[config.mk]
export PLATFORM = sky130hd
export DESIGN_NAME = instr_feeder_flat
export DESIGN_NICKNAME = d
export VERILOG_FILES = /design/src/rtl/instr_feeder_if.sv /design/src/rtl/instr_feeder.sv /design/src/flat_wrapper.sv
export SDC_FILE = /design/constraint.sdc
export NUM_CORES = 1
export LEC_CHECK = 0
export BUFFER_PORTS_ARGS = -buffer_cell sky130_fd_sc_hd__buf_2
export CAP_MARGIN = 20
export CORE_MARGIN = 2
export CORE_UTILIZATION = 45
export DETAILED_ROUTE_END_ITERATION = 10
export MAX_ROUTING_LAYER = met4
export PLACE_DENSITY_LB_ADDON = 0.05
export SLEW_MARGIN = 0
export SYNTH_ARGS = -nofsm -noshare
export SYNTH_HDL_FRONTEND = slang
export SYNTH_SLANG_ARGS = --single-unit
[constraint.sdc]
create_clock -name clk -period 10.65 [get_ports clk]
set_clock_uncertainty 0.1 [all_clocks]
set_input_delay 2.6625 -clock clk [delete_from_list [all_inputs] [get_ports clk]]
set_output_delay 2.6625 -clock clk [all_outputs]
set_load 0.005 [all_outputs]
[src/rtl/instr_feeder_if.sv]
// instr_feeder_if: DIN/Run/Done instruction-delivery bundle between an
// instruction source (master, e.g. instr_feeder) and the Processor core (slave).
// The source drives the 16-bit word and its one-cycle Run strobe; the core
// answers with Done when the instruction has completed.
interface instr_feeder_if;
  logic [15:0] DIN;
  logic        Run;
  logic        Done;

  modport master (
    output DIN,
    output Run,
    input  Done
  );

  modport slave (
    input  DIN,
    input  Run,
    output Done
  );
endinterface

[src/rtl/instr_feeder.sv]
// instr_feeder: program-memory sequencer feeding the Processor's DIN/Run/Done
// protocol from a small writable program RAM (2**AW words of 16 bits).
//
// Each instruction word is issued with a one-cycle Run pulse; an mvi word is
// followed by its immediate word (without Run) on the next cycle. The sequencer
// then waits for Done, advances pc by 1 (2 for mvi) and issues the next word on
// the same edge that sampled Done. An opcode 111 word, running off the end of
// memory, or an mvi in the last word (no room for its immediate) stops the
// sequencer in HALT until the next start.
//
// pc always names the last instruction actually issued: a fetch that halts
// leaves it untouched, except on start, which always clears it to 0.
//
// Optional feature, selected with macro WATCHDOG_EN: a WAIT-state cycle counter
// that halts with error=1 once TIMEOUT cycles pass without Done. Without the
// macro there is no counter and WAIT waits for Done indefinitely.
module instr_feeder #(
  parameter int AW      = 4,
  parameter int TIMEOUT = 64
) (
  input  logic                  clk,
  input  logic                  Resetn,
  input  logic                  start,
  input  logic                  load_we,
  input  logic [AW-1:0]         load_addr,
  input  logic [15:0]           load_data,
  instr_feeder_if.master        bus,
  output logic                  busy,
  output logic                  halted,
  output logic [AW-1:0]         pc,
  output logic [15:0]           icount,
  output logic                  error
);

  localparam int DEPTH = 2 ** AW;

  localparam logic [2:0]    OP_MVI   = 3'b001;
  localparam logic [2:0]    OP_HALT  = 3'b111;
  localparam logic [AW-1:0] LAST_ADR = AW'(DEPTH - 1);
  localparam logic [AW:0]   STEP_ONE = (AW+1)'(1);
  localparam logic [AW:0]   STEP_TWO = (AW+1)'(2);

  typedef enum logic [2:0] {
    S_IDLE,
    S_ISSUE,
    S_IMM,
    S_WAIT,
    S_HALT
  } state_t;

  // Program RAM (not reset, contents survive Resetn)
  logic [15:0] mem_q [DEPTH];

  // Sequencer state and registered outputs
  state_t        state_q,  state_d;
  logic [15:0]   din_q,    din_d;
  logic          run_q,    run_d;
  logic          busy_q,   busy_d;
  logic          halted_q, halted_d;
  logic [AW-1:0] pc_q,     pc_d;
  logic [15:0]   icount_q, icount_d;
  logic          error_q,  error_d;
  logic          is_mvi_q, is_mvi_d;

  // Fetch datapath
  logic          load_en;
  logic          do_fetch;
  logic [AW-1:0] fetch_addr;
  logic [15:0]   fetch_word;
  logic [2:0]    fetch_op;
  logic [AW:0]   next_pc;

`ifdef WATCHDOG_EN
  localparam int WDW = $clog2(TIMEOUT + 1);
  localparam logic [WDW-1:0] WD_LAST = WDW'(TIMEOUT - 1);
  logic [WDW-1:0] wd_cnt_q, wd_cnt_d;
`else
  logic unused_timeout_cfg;
  assign unused_timeout_cfg = (TIMEOUT > 0);
`endif

  // Writes are accepted only while the sequencer is not running a program
  assign load_en = load_we && !busy_q;

  // Program RAM write port
  always_ff @(posedge clk) begin
    if (load_en) begin
      mem_q[load_addr] <= load_data;
    end
  end

  // Next-state logic: sequencing, fetch decision and registered output values
  always_comb begin
    state_d    = state_q;
    din_d      = din_q;
    run_d      = 1'b0;
    pc_d       = pc_q;
    icount_d   = icount_q;
    error_d    = error_q;
    is_mvi_d   = is_mvi_q;
    do_fetch   = 1'b0;
    fetch_addr = pc_q;
    next_pc    = '0;
`ifdef WATCHDOG_EN
    wd_cnt_d   = wd_cnt_q;
`endif

    case (state_q)
      S_IDLE, S_HALT: begin
        if (start) begin
          pc_d       = '0;
          icount_d   = '0;
          error_d    = 1'b0;
          do_fetch   = 1'b1;
          fetch_addr = '0;
        end
      end

      S_ISSUE: begin
        if (is_mvi_q) begin
          din_d   = mem_q[pc_q + AW'(1)];
          state_d = S_IMM;
        end else begin
          state_d = S_WAIT;
        end
`ifdef WATCHDOG_EN
        wd_cnt_d = '0;
`endif
      end

      S_IMM: begin
        state_d = S_WAIT;
`ifdef WATCHDOG_EN
        wd_cnt_d = '0;
`endif
      end

      S_WAIT: begin
        if (bus.Done) begin
          icount_d = icount_q + 16'd1;
          next_pc  = {1'b0, pc_q} + (is_mvi_q ? STEP_TWO : STEP_ONE);
          if (next_pc[AW]) begin
            state_d = S_HALT;
          end else begin
            do_fetch   = 1'b1;
            fetch_addr = next_pc[AW-1:0];
          end
        end
`ifdef WATCHDOG_EN
        else if (wd_cnt_q == WD_LAST) begin
          state_d = S_HALT;
          error_d = 1'b1;
        end else begin
          wd_cnt_d = wd_cnt_q + WDW'(1);
        end
`endif
      end

      default: begin
        state_d = S_IDLE;
      end
    endcase

    // A write landing on the same edge as a start must be visible to the fetch
    fetch_word = (load_en && (load_addr == fetch_addr)) ? load_data : mem_q[fetch_addr];
    fetch_op   = fetch_word[8:6];

    if (do_fetch) begin
      if (fetch_op == OP_HALT) begin
        state_d = S_HALT;
      end else if ((fetch_op == OP_MVI) && (fetch_addr == LAST_ADR)) begin
        state_d = S_HALT;
        error_d = 1'b1;
      end else begin
        din_d    = fetch_word;
        run_d    = 1'b1;
        pc_d     = fetch_addr;
        is_mvi_d = (fetch_op == OP_MVI);
        state_d  = S_ISSUE;
      end
    end

    if (state_d == S_HALT) begin
      din_d = '0;
    end

    busy_d   = (state_d == S_ISSUE) || (state_d == S_IMM) || (state_d == S_WAIT);
    halted_d = (state_d == S_HALT);
  end

  // State and output registers
  always_ff @(posedge clk or negedge Resetn) begin
    if (!Resetn) begin
      state_q  <= S_IDLE;
      din_q    <= '0;
      run_q    <= 1'b0;
      busy_q   <= 1'b0;
      halted_q <= 1'b0;
      pc_q     <= '0;
      icount_q <= '0;
      error_q  <= 1'b0;
      is_mvi_q <= 1'b0;
    end else begin
      state_q  <= state_d;
      din_q    <= din_d;
      run_q    <= run_d;
      busy_q   <= busy_d;
      halted_q <= halted_d;
      pc_q     <= pc_d;
      icount_q <= icount_d;
      error_q  <= error_d;
      is_mvi_q <= is_mvi_d;
    end
  end

`ifdef WATCHDOG_EN
  // WAIT-cycle watchdog counter
  always_ff @(posedge clk or negedge Resetn) begin
    if (!Resetn) begin
      wd_cnt_q <= '0;
    end else begin
      wd_cnt_q <= wd_cnt_d;
    end
  end
`endif

  assign bus.DIN = din_q;
  assign bus.Run = run_q;
  assign busy    = busy_q;
  assign halted  = halted_q;
  assign pc      = pc_q;
  assign icount  = icount_q;
  assign error   = error_q;

endmodule

[src/flat_wrapper.sv]
// flat-port wrapper written by rule: the top's interface ports become plain ports
module instr_feeder_flat 
#(
  parameter int AW      = 4,
  parameter int TIMEOUT = 64
)
  (clk, Resetn, start, load_we, load_addr, load_data, busy, halted, pc, icount, error, bus_DIN, bus_Run, bus_Done);
  instr_feeder_if bus_i ();
  input  logic clk;
  input  logic Resetn;
  input  logic start;
  input  logic load_we;
  input  logic [AW-1:0] load_addr;
  input  logic [15:0] load_data;
  output logic busy;
  output logic halted;
  output logic [AW-1:0] pc;
  output logic [15:0] icount;
  output logic error;
  output wire logic [$bits(bus_i.DIN)-1:0] bus_DIN;
  output wire logic [$bits(bus_i.Run)-1:0] bus_Run;
  input wire logic [$bits(bus_i.Done)-1:0] bus_Done;
  assign bus_DIN = bus_i.DIN;
  assign bus_Run = bus_i.Run;
  assign bus_i.Done = bus_Done;
  instr_feeder #(.AW(AW), .TIMEOUT(TIMEOUT)) u_core (.clk(clk), .Resetn(Resetn), .start(start), .load_we(load_we), .load_addr(load_addr), .load_data(load_data), .bus(bus_i), .busy(busy), .halted(halted), .pc(pc), .icount(icount), .error(error));
endmodule
==> flow_summary.yaml, run 1 <==
status:
  status: "finished clean"
synth:
  synth_seq_area_share_pct: 59.0
  synth_nets: 1148
  synthArstFlopShare_pct: 14.7
  synth_top_family_by_area: "multiplexers"
  synth_area_um2: 14900
  synth_xor_xnor_area_share_pct: 0.882
  synth-simple-area-share_pct: 11.4
  ys_types: 69
  synth_compound_area_share_pct: 11.3
  synth-adder-area-share_pct: 0.470
  synth_edf_count: 256
  synth.area.mux_share_pct: 14.4
  syn_area_per_cell_um2: 13.3
  synth-seq-cells: 300
  synth-main-ff-cell: "edfxtp_1"
  synthCells: 1118
  yosys_warnings: 0
worst_setup_path:
  worstPathArrival_ns: 7.26
  cp-startpoint: "bus_Done"
  endpoint: "u_core.bus.DIN[13]"
  worstPathRequired_ns: 10.90
  ff2ff_setup_slack_ns: 4.76
  rr_endpoint: "u_core.bus.DIN[13]"
  critPathMaxFanout: 35
  crit_path_end_kind: "register"
  reg2reg_from: "u_core.pc[0]"
  worstSetupStartpointType: "input port"
  rr_worst_depth: 13
  worst-setup-path-type: "input port to register"
grt:
  grt_pass1_vias: 10400
  grt_remaining_overflow: 0
  busiest_layer: "met2"
  grt_use_met3_pct: 5.52
  grt_pass1_wl_um: 66800
  grt_util_met1_pct: 35.7
  antenna_found_initial: 3
  grt_use_total_pct: 27.4
  grt_use_met2_pct: 42.2
  grt_max_degree: 63
floorplan:
  dieArea_um2: 34600
  rows: 66
  die_w_um: 186
  core_um2: 32500
  fp.dieH_um: 186
  start_util_pct: 45.8
  ios: 65
final_layout:
  final_cell_area_um2: 16900
  layout-area-overhead-vs-synth_pct: 13.6
  drive_gt1_share_pct: 22.7
  final_nets: 1189
timing:
  fmax_mhz: 143
  finalSetupViolCount: 0
  rsz0062_at_grt: "false"
  worstMarginPinSlew_ns: 1.06
  tns_ns: 0
  period_needed_ns: 7.01
  final_max_slew_viol_count: 0
  slew-limit-headroom_pct: 29.0
  hold_violations: 0
  post-route-period-util_pct: 65.8
route:
  antenna_left: 0
  firstDrtPassIters: 5
  drt_iter0_drc: 839
  vias: 10400
  wl_um: 44600
  viasPerCell: 6.38
  drc_errors: 0
  routedWlPerCell_um: 27.3
clock_network:
  cts_sinks: 300
  cts_resized: 0
  cts_tree: "built"
  path_clk_slew_ns: 0.06
  cts_buffers: 36
  cts_root_buffer: "clkbuf_16"
  clk_latency_ns: 0.52
  ctsHtreeMaxLevel: 2
  postCtsSetupBuffers: 0
  holdBufCountCts: 0
  clockBufferDepth: 3
worst_hold_path:
  hp-class: "register to register"
placement:
  hpwlAfterDp_um: 26000
  io_buffers: 64
  place.gp.congestion: 0.841
  dpl-instance-area_um2: 15800
power_and_ir_drop:
  p_leak_nw: 5.74
  ir_drop_mv: 0.161
  powerDensity_nw_per_um2: 286
  power.total_mw: 4.83
run:
  cap_viol_max_count: 0
## worst min path at each step
stage	depth (start not counted)	from	to	slack (ns)
after floorplan	2	u_core.error	u_core.error	0.37
after global placement	2	u_core.icount[15]	u_core.icount[15]	0.42
after detailed placement	2	u_core.error	u_core.error	0.41
after CTS	2	u_core.error	u_core.error	0.43
after global routing	2	u_core.icount[15]	u_core.icount[15]	0.48
final	2	u_core.error	u_core.error	0.43
## synthesized netlist by cell type, types with 2 or more instances
library cell	number	area, µm²
a211oi_1	64	480
clkbuf_1	69	259
nand3_1	45	225
o21a_1	3	22.5
dfrtp_1	44	1100
a21oi_1	51	255
xor2_1	11	96.3
mux2i_1	19	190
o31ai_1	6	45.0
a22oi_1	2	15.0
or3_1	3	18.8
a22o_1	2	17.5
mux4_2	83	1870
a31oi_1	16	100
or2_2	2	12.5
o22ai_1	18	113
o21ai_0	11	55.1
and2_1	2	12.5
mux2_2	5	56.3
o32ai_1	2	17.5
xnor2_1	4	35.0
mux2_1	2	22.5
or4_1	2	15.0
edfxtp_1	256	7690
buf_1	13	48.8
a32oi_1	4	35.0
nand2_1	157	589
nand4_1	10	62.6
o2111ai_1	5	43.8
nor2b_1	5	31.3
ha_1	4	50.1
nor2_1	43	161
buf_4	3	22.5
nand2b_1	3	18.8
nor4b_1	3	26.3
inv_1	8	30.0
buf_2	5	25.0
a221oi_1	2	17.5
a311oi_1	39	342
nor3_1	13	65.1
nor4_1	5	31.3
and3_1	47	294
## layout make-up
class	instances	area, µm²
antenna	2	5.00
clock buffer	54	1050
clock inverter	12	90.1
fill	2810	15600
inverter	8	30.0
multi-input combinational	719	5850
sequential	300	8790
tap	442	553
timing repair buffer	94	546
## registers in the layout, indices dropped and copies added, names as in the netlist
name / cells
u_core.pc: 4
u_core.is_mvi_q: 1
u_core.error: 1
u_core.mem_q: 256
u_core.bus.DIN: 16
u_core.halted: 1
u_core.bus.Run: 1
u_core.state_q: 3
u_core.busy: 1
u_core.icount: 16
## placed cells by master (no fill, tap or decap), types with 11 or more instances in the layout
master	instances
o21ai_0	11
nor2_1	29
a31oi_1	16
buf_2	64
and3_1	47
a211oi_1	64
xor2_1	11
clkbuf_16	38
nand3_1	44
nand2_1	155
a311oi_1	39
clkbuf_1	12
o22ai_1	18
a21oi_1	51
mux4_2	83
mux2i_1	19
edfxtp_1	256
dfrtp_1	43
buf_4	30
## layer usage
metal	up-vias	wire length [µm]	part of all wire, %
li1	4571	-	-
met1	5266	18900	42
met2	442	20600	46
met3	119	3340	7.5
met4	0	1740	3.9
met5	-	0	0
## worst max-delay path, stage by stage
cell       delay, ns
buf_2           0.11
and4b_1         0.91
nand3_1         0.52
nand2_2         0.78
mux2_2          0.29
o2bb2ai_1       0.07
nor4_1          0.69
a221oi_1        0.30
a21oi_2         0.38
buf_4           0.36
o22ai_1         0.14
## power breakdown
part           total, mW  internal (mW)  switching [mW]
clock network       1.18          0.707           0.470
logic               2.19          0.903            1.29
registers           1.46           1.35           0.113
total               4.83           2.96            1.87
## metrics by stage
stage          utilization (%)  setup WS [ns]  hold WS (ns)  std cells
2_1_floorplan                -           4.78         0.373       1118
3_3_place_gp              48.5           3.25         0.417       1563
3_5_place_dp              48.5           3.15         0.414       1563
4_1_cts                   52.0           3.70         0.426       1629
5_1_grt                   52.0           3.38         0.476       1631
6_report                  52.0           3.64         0.427       1631
## cell families (layout without fill, tap and decap cells)
logic type,Yosys count,count (layout)
buffers and inverters,99,168
AOI/OAI and AO/OA,238,238
and+or+nand+nor,352,352
other,0,2
muxes,109,109
xor gates and xnor gates,15,15
adders and majority gates,5,5
DFF,300,300
No activity file was read; power rests on OpenSTA's default activity.
==> inputs of run 2 (changes only) <==
--- a/config.mk
+++ b/config.mk
@@ -5,6 +5,7 @@
 export SDC_FILE = /design/constraint.sdc
 export NUM_CORES = 1
 export LEC_CHECK = 0
+export ABC_AREA = 1
 export BUFFER_PORTS_ARGS = -buffer_cell sky130_fd_sc_hd__buf_2
 export CAP_MARGIN = 20
 export CORE_MARGIN = 2
==> constraint.sdc (replaced) <==
create_clock -name clk -period 6.8 [get_ports clk]
set_clock_uncertainty 0.1 [all_clocks]
set_input_delay 1.7 -clock clk [delete_from_list [all_inputs] [get_ports clk]]
set_output_delay 1.7 -clock clk [all_outputs]
set_load 0.005 [all_outputs]
==> run 2 against run 1 <==
Die area rose by 3.1%. Clock-buffer cell count is 11 lower. Non-clock buffer count decreased by 2. Core utilization shrank 1.3 points. Synthesized area increased by 3.1%. Total power up 8.9%. First-iteration DRC count up 68%.
==> flow_summary.yaml, run 2 <==
clock_network:
  ctsHtreeMaxLevel: 2
  cts_sinks: 300
  cts_tree: "built"
  path_clk_slew_ns: 0.06
  cts_resized: 0
  cts_buffers: 35
  postCtsSetupBuffers: 0
  clockBufferDepth: 3
  clk_latency_ns: 0.52
  cts_root_buffer: "clkbuf_16"
  holdBufCountCts: 0
placement:
  hpwlAfterDp_um: 28600
  io_buffers: 64
  place.gp.congestion: 0.866
  dpl-instance-area_um2: 16000
worst_setup_path:
  critPathMaxFanout: 50
  cp_common_cell: "nand2_1"
  max_stage_delay_ns: 0.67
  critPathBufInv: 2
  worstSetupStartpointType: "register"
  worst-setup-path-type: "register to register"
  worstPathRequired_ns: 7.11
  crit_path_end_kind: "register"
  worstPathArrival_ns: 5.47
  path_delay_family: "simple AND/OR/NAND/NOR gates"
  slowest_stage: "dfrtp_4"
  path_cells: "ha_1 > fa_1 > nand3_2 > nand2_1 > nand2_1 > nand3_4 > nand2_4 > buf_4 > nand2_1 > nand3_1 > nand3_1 > nand3_1 > nand3_1 > nand2_1 > nand4_4 > nand2_4 > o21ai_0 > nand2_1 > inv_1"
final_layout:
  drive_gt1_share_pct: 12.0
  fillCellCount: 3132
  final_cell_mix: "nand2_1, nand3_1, edfxtp_1"
  multi_input_area_um2: 5710
  layout-area-overhead-vs-synth_pct: 11.0
  final_cell_area_um2: 17100
  num_antenna_cells: 0
  regMostFlops: "u_core.mem_q"
  seq_area_um2: 8790
  largest_register_ffs: 256
  postLayoutCoreUtil_pct: 50.7
  final_nets: 1699
  mostFrequentLayoutCell: "nand2_1"
grt:
  antenna_found_initial: 0
  grt_use_total_pct: 28.6
  grt_pass1_wl_um: 74200
  grt_remaining_overflow: 0
  grt_pass1_vias: 12100
  grt_max_degree: 78
timing:
  hold_violations: 0
  period_needed_ns: 5.16
  tns_ns: 0
  slew-limit-headroom_pct: 31.3
  post-route-period-util_pct: 75.9
  fmax_mhz: 194
  rsz0062_at_grt: "false"
  final_max_slew_viol_count: 0
  finalSetupViolCount: 0
  worstMarginPinSlew_ns: 1.03
synth:
  synth_area_um2: 15400
  synth_nets: 1685
  synth_edf_count: 256
  synth_seq_area_share_pct: 57.2
  synth_top_area_share_pct: 50.0
  ys_types: 47
  synth_top_area_cell: "edfxtp_1"
  synthTopCellsByArea: "edfxtp_1, nand3_1, nand2_1"
  synth-seq-cells: 300
  syn_area_per_cell_um2: 9.28
  synth_commonest_cells: "nand2_1, nand3_1, edfxtp_1, a21oi_1, inv_1"
  yosys_warnings: 0
  synthCells: 1655
  synthArstFlopShare_pct: 14.7
  synth-main-ff-cell: "edfxtp_1"
  synth_most_common_cell: "nand2_1"
floorplan:
  die_w_um: 189
  ios: 65
  core_um2: 33600
  dieArea_um2: 35600
  fp.dieH_um: 189
  start_util_pct: 45.7
  rows: 67
power_and_ir_drop:
  p_leak_nw: 6.59
  powerDensity_nw_per_um2: 309
  ir_drop_mv: 0.209
status:
  status: "finished clean"
route:
  drc_errors: 0
  antenna_left: 0
  vias: 12700
  drt_iter0_drc: 1412
  wl_um: 49400
  routedWlPerCell_um: 23.1
  viasPerCell: 5.94
  firstDrtPassIters: 6
worst_hold_path:
  hp-class: "register to register"
run:
  cap_viol_max_count: 0
## run 2: per-stage QoR
stage / std cells / total power, mW / hold WS (ns) / setup slack [ns]
floorplan: 1655 / 3.12 / 0.356 / 3.20
global placement: 2080 / 3.56 / 0.346 / 1.48
detailed placement: 2080 / 3.57 / 0.364 / 1.42
CTS: 2142 / 5.28 / 0.375 / 1.69
global route: 2142 / 5.50 / 0.430 / 1.27
finish: 2142 / 5.26 / 0.372 / 1.64
## run 2: metal layers
metal	GRT usage, %	up-vias	wire, µm
met5	-	-	0
met4	11.4	0	1890
met3	3.93	118	3430
met2	45.6	564	23500
met1	37.2	6158	20600
li1	-	5886	-
## run 2: worst reg2reg max path: cells and delay by family, from the launching register on
kind	cells	cell delay, ns
simple gates	14	2.74
flops	1	0.67
compound gates	1	0.17
buf+inv	2	0.61
fa+ha+maj	2	0.75
## run 2: area by class of cell
cell class | instances | area share, %
tap | 448 | 3.29
inverter | 115 | 2.55
clock inverter | 19 | 0.565
timing repair buffer | 92 | 3.11
multi-input combinational | 1125 | 33.5
sequential | 300 | 51.6
clock buffer | 43 | 5.44
## run 2: cell families (layout without fill, tap and decap cells)
group,Yosys count,after routing,synth area share [%]
xor+xnor,2,2,0.114
simple gates,782,782,23.0
mux,2,2,0.130
flops,300,300,57.2
fa+ha+maj,5,5,0.456
buf+inv,230,269,6.21
compound gates,334,334,12.8
## run 2: where the power goes
group,total (mW),switching [mW],internal (mW)
clock,1.72,0.749,0.968
sequential,2.16,0.0762,2.08
combinational,1.39,0.990,0.400
total,5.26,1.82,3.45
## run 2: path summary, 6_finish.rpt
check | start | to | slack (ns) | cells after the start
min in group asynchronous | Resetn | u_core.icount[11] | 1.17 | 2
max reg2reg | u_core.pc[0] | u_core.bus.DIN[6] | 1.64 | 19
max in group asynchronous | Resetn | u_core.pc[0] | 4.95 | 2
min | u_core.icount[15] | u_core.icount[15] | 0.37 | 1
max | u_core.pc[0] | u_core.bus.DIN[6] | 1.64 | 19
min reg2reg | u_core.icount[15] | u_core.icount[15] | 0.37 | 1
==> inputs of run 3 (changes only) <==
==> constraint.sdc (replaced) <==
create_clock -name clk -period 4.87 [get_ports clk]
set_clock_uncertainty 0.1 [all_clocks]
set_input_delay 1.2175 -clock clk [delete_from_list [all_inputs] [get_ports clk]]
set_output_delay 1.2175 -clock clk [all_outputs]
set_load 0.005 [all_outputs]
==> run 3 against run 2 <==
Combinational power is 44% higher. Register-to-register slack lost 0.95 ns. Clock power increased by 41%. Global-route usage grew 1.0 points. Fmax rose by 24%. First-iteration DRC count shrank 4.7%. Non-clock buffer count up 14. Critical endpoint unchanged.
==> flow_summary.yaml, run 3 (synthesized netlist as in run 2, its figures left out) <==
grt:
  grt_pass1_wl_um: 77200
  grt_use_total_pct: 29.6
  grt_pass1_vias: 12300
  grt_remaining_overflow: 0
  antenna_found_initial: 1
  grt_max_degree: 179
timing:
  final_max_slew_viol_count: 0
  worstMarginPinSlew_ns: 1.14
  hold_slack_ns: 0.356
  tns_ns: 0
  setup_slack_ns: 0.694
  slew-limit-headroom_pct: 24.1
  finalSetupViolCount: 0
  fmax_mhz: 239
  hold_violations: 0
  post-route-period-util_pct: 85.7
  rsz0062_at_grt: "false"
  period_needed_ns: 4.18
run:
  cap_viol_max_count: 0
floorplan:
  ios: 65
  die_w_um: 189
  core_um2: 33600
  rows: 67
  fp.dieH_um: 189
  dieArea_um2: 35600
  start_util_pct: 45.7
route:
  drt_iter0_drc: 1345
  drc_errors: 0
  antenna_left: 0
  routedWlPerCell_um: 23.6
  wl_um: 50900
  firstDrtPassIters: 6
  viasPerCell: 5.96
  vias: 12900
worst_setup_path:
  worstPathRequired_ns: 5.19
  worstSetupStartpointType: "register"
  crit_path_end_kind: "register"
  critPathMaxFanout: 31
  worst-setup-path-type: "register to register"
  worstPathArrival_ns: 4.49
power_and_ir_drop:
  ir_drop_mv: 0.277
  pwr-share-seq_pct: 40.4
  power.total_mw: 7.42
  p_int_mw: 4.86
  p_leak_nw: 6.67
  combinationalPowerShare_pct: 26.9
  clkPwrFrac_pct: 32.7
  p_sw_mw: 2.57
  swShare_pct: 34.6
  powerDensity_nw_per_um2: 432
worst_hold_path:
  hp-class: "register to register"
clock_network:
  cts_resized: 0
  holdBufCountCts: 0
  path_clk_slew_ns: 0.06
  postCtsSetupBuffers: 0
  ctsHtreeMaxLevel: 2
  clockBufferDepth: 3
  clk_latency_ns: 0.53
  cts_tree: "built"
  cts_root_buffer: "clkbuf_16"
  cts_sinks: 300
  cts_buffers: 36
final_layout:
  multi_input_area_um2: 5680
  final_cell_mix: "nand2_1, nand3_1, edfxtp_1"
  regMostFlops: "u_core.mem_q"
  largest_register_ffs: 256
  final_nets: 1714
  seq_area_um2: 8790
  fillCellCount: 3074
  drive_gt1_share_pct: 12.6
  mostFrequentLayoutCell: "nand2_1"
  layout-area-overhead-vs-synth_pct: 11.8
placement:
  io_buffers: 64
  post-place-ws_ns: 0.562
  place.gp.congestion: 0.873
  hpwlAfterDp_um: 29400
status:
  status: "finished clean"
run 3: cell types whose count changed in the layout (fill, tap and decap cells not counted), moves of 4 or more:
cell / change
buf_4: +10
clkbuf_1: +7
nor2_2: +5
nor2_4: -5
clkinv_1: -4
run 3: per-stage QoR:
stage	utilization, %	cells	instance area (µm²)
floorplan	-	1655	15400
global placement	48.0	2093	16100
detailed placement	48.0	2093	16100
CTS	51.1	2156	17200
global route	51.1	2158	17200
finish	51.1	2158	17200
run 3: worst paths after layout:
check	start	end	slack (ns)	cells after the start
setup / recovery	u_core.is_mvi_q	u_core.bus.DIN[6]	0.69	20
hold / removal	u_core.icount[15]	u_core.icount[15]	0.36	1
setup reg to reg	u_core.is_mvi_q	u_core.bus.DIN[6]	0.69	20
hold reg to reg	u_core.icount[15]	u_core.icount[15]	0.36	1
max in group asynchronous	Resetn	u_core.pc[0]	3.50	2
min in group asynchronous	Resetn	u_core.icount[12]	0.69	2
run 3: final cells by class:
type | instances | area share (%)
Clock buffer | 50 | 5.55
Tap cell | 448 | 3.26
Sequential cell | 300 | 51.2
Timing Repair Buffer | 106 | 3.94
Multi-Input combinational cell | 1125 | 33.1
Antenna cell | 1 | 0.0146
Clock inverter | 13 | 0.437
Inverter | 115 | 2.53
run 3: critical path: stages (launching register included):
cell and delay, ns:
dfrtp_1 0.41, inv_1 0.10, ha_1 0.22, fa_1 0.43
nand3_2 0.14, nand2_1 0.11, nand2_1 0.11, nand3_4 0.08
nand2_4 0.23, inv_4 0.06, nand2_1 0.08, nand2_2 0.08
nor2_2 0.17, nand3_4 0.35, or2_1 0.36, nand2_2 0.10
nand4_4 0.26, nand2_4 0.40, o21ai_0 0.15, nand2_1 0.08
inv_1 0.04
run 3: power by group through the flow:
stage	logic (mW)	clock network [mW]	registers (mW)
after detailed placement	1.97	0	3.05
after global routing	2.19	2.57	3.01
after global placement	1.97	0	3.05
after floorplan	1.34	0	3.02
after CTS	1.98	2.46	3.00
final	2.00	2.43	3.00
run 3: metal layers:
| metal | GRT usage [%] | part of all wire, % |
|---|---|---|
| met1 | 40.6 | 43 |
| met2 | 45.9 | 46 |
| met3 | 4.19 | 7.6 |
| met4 | 9.01 | 3.0 |
| met5 | - | 0 |
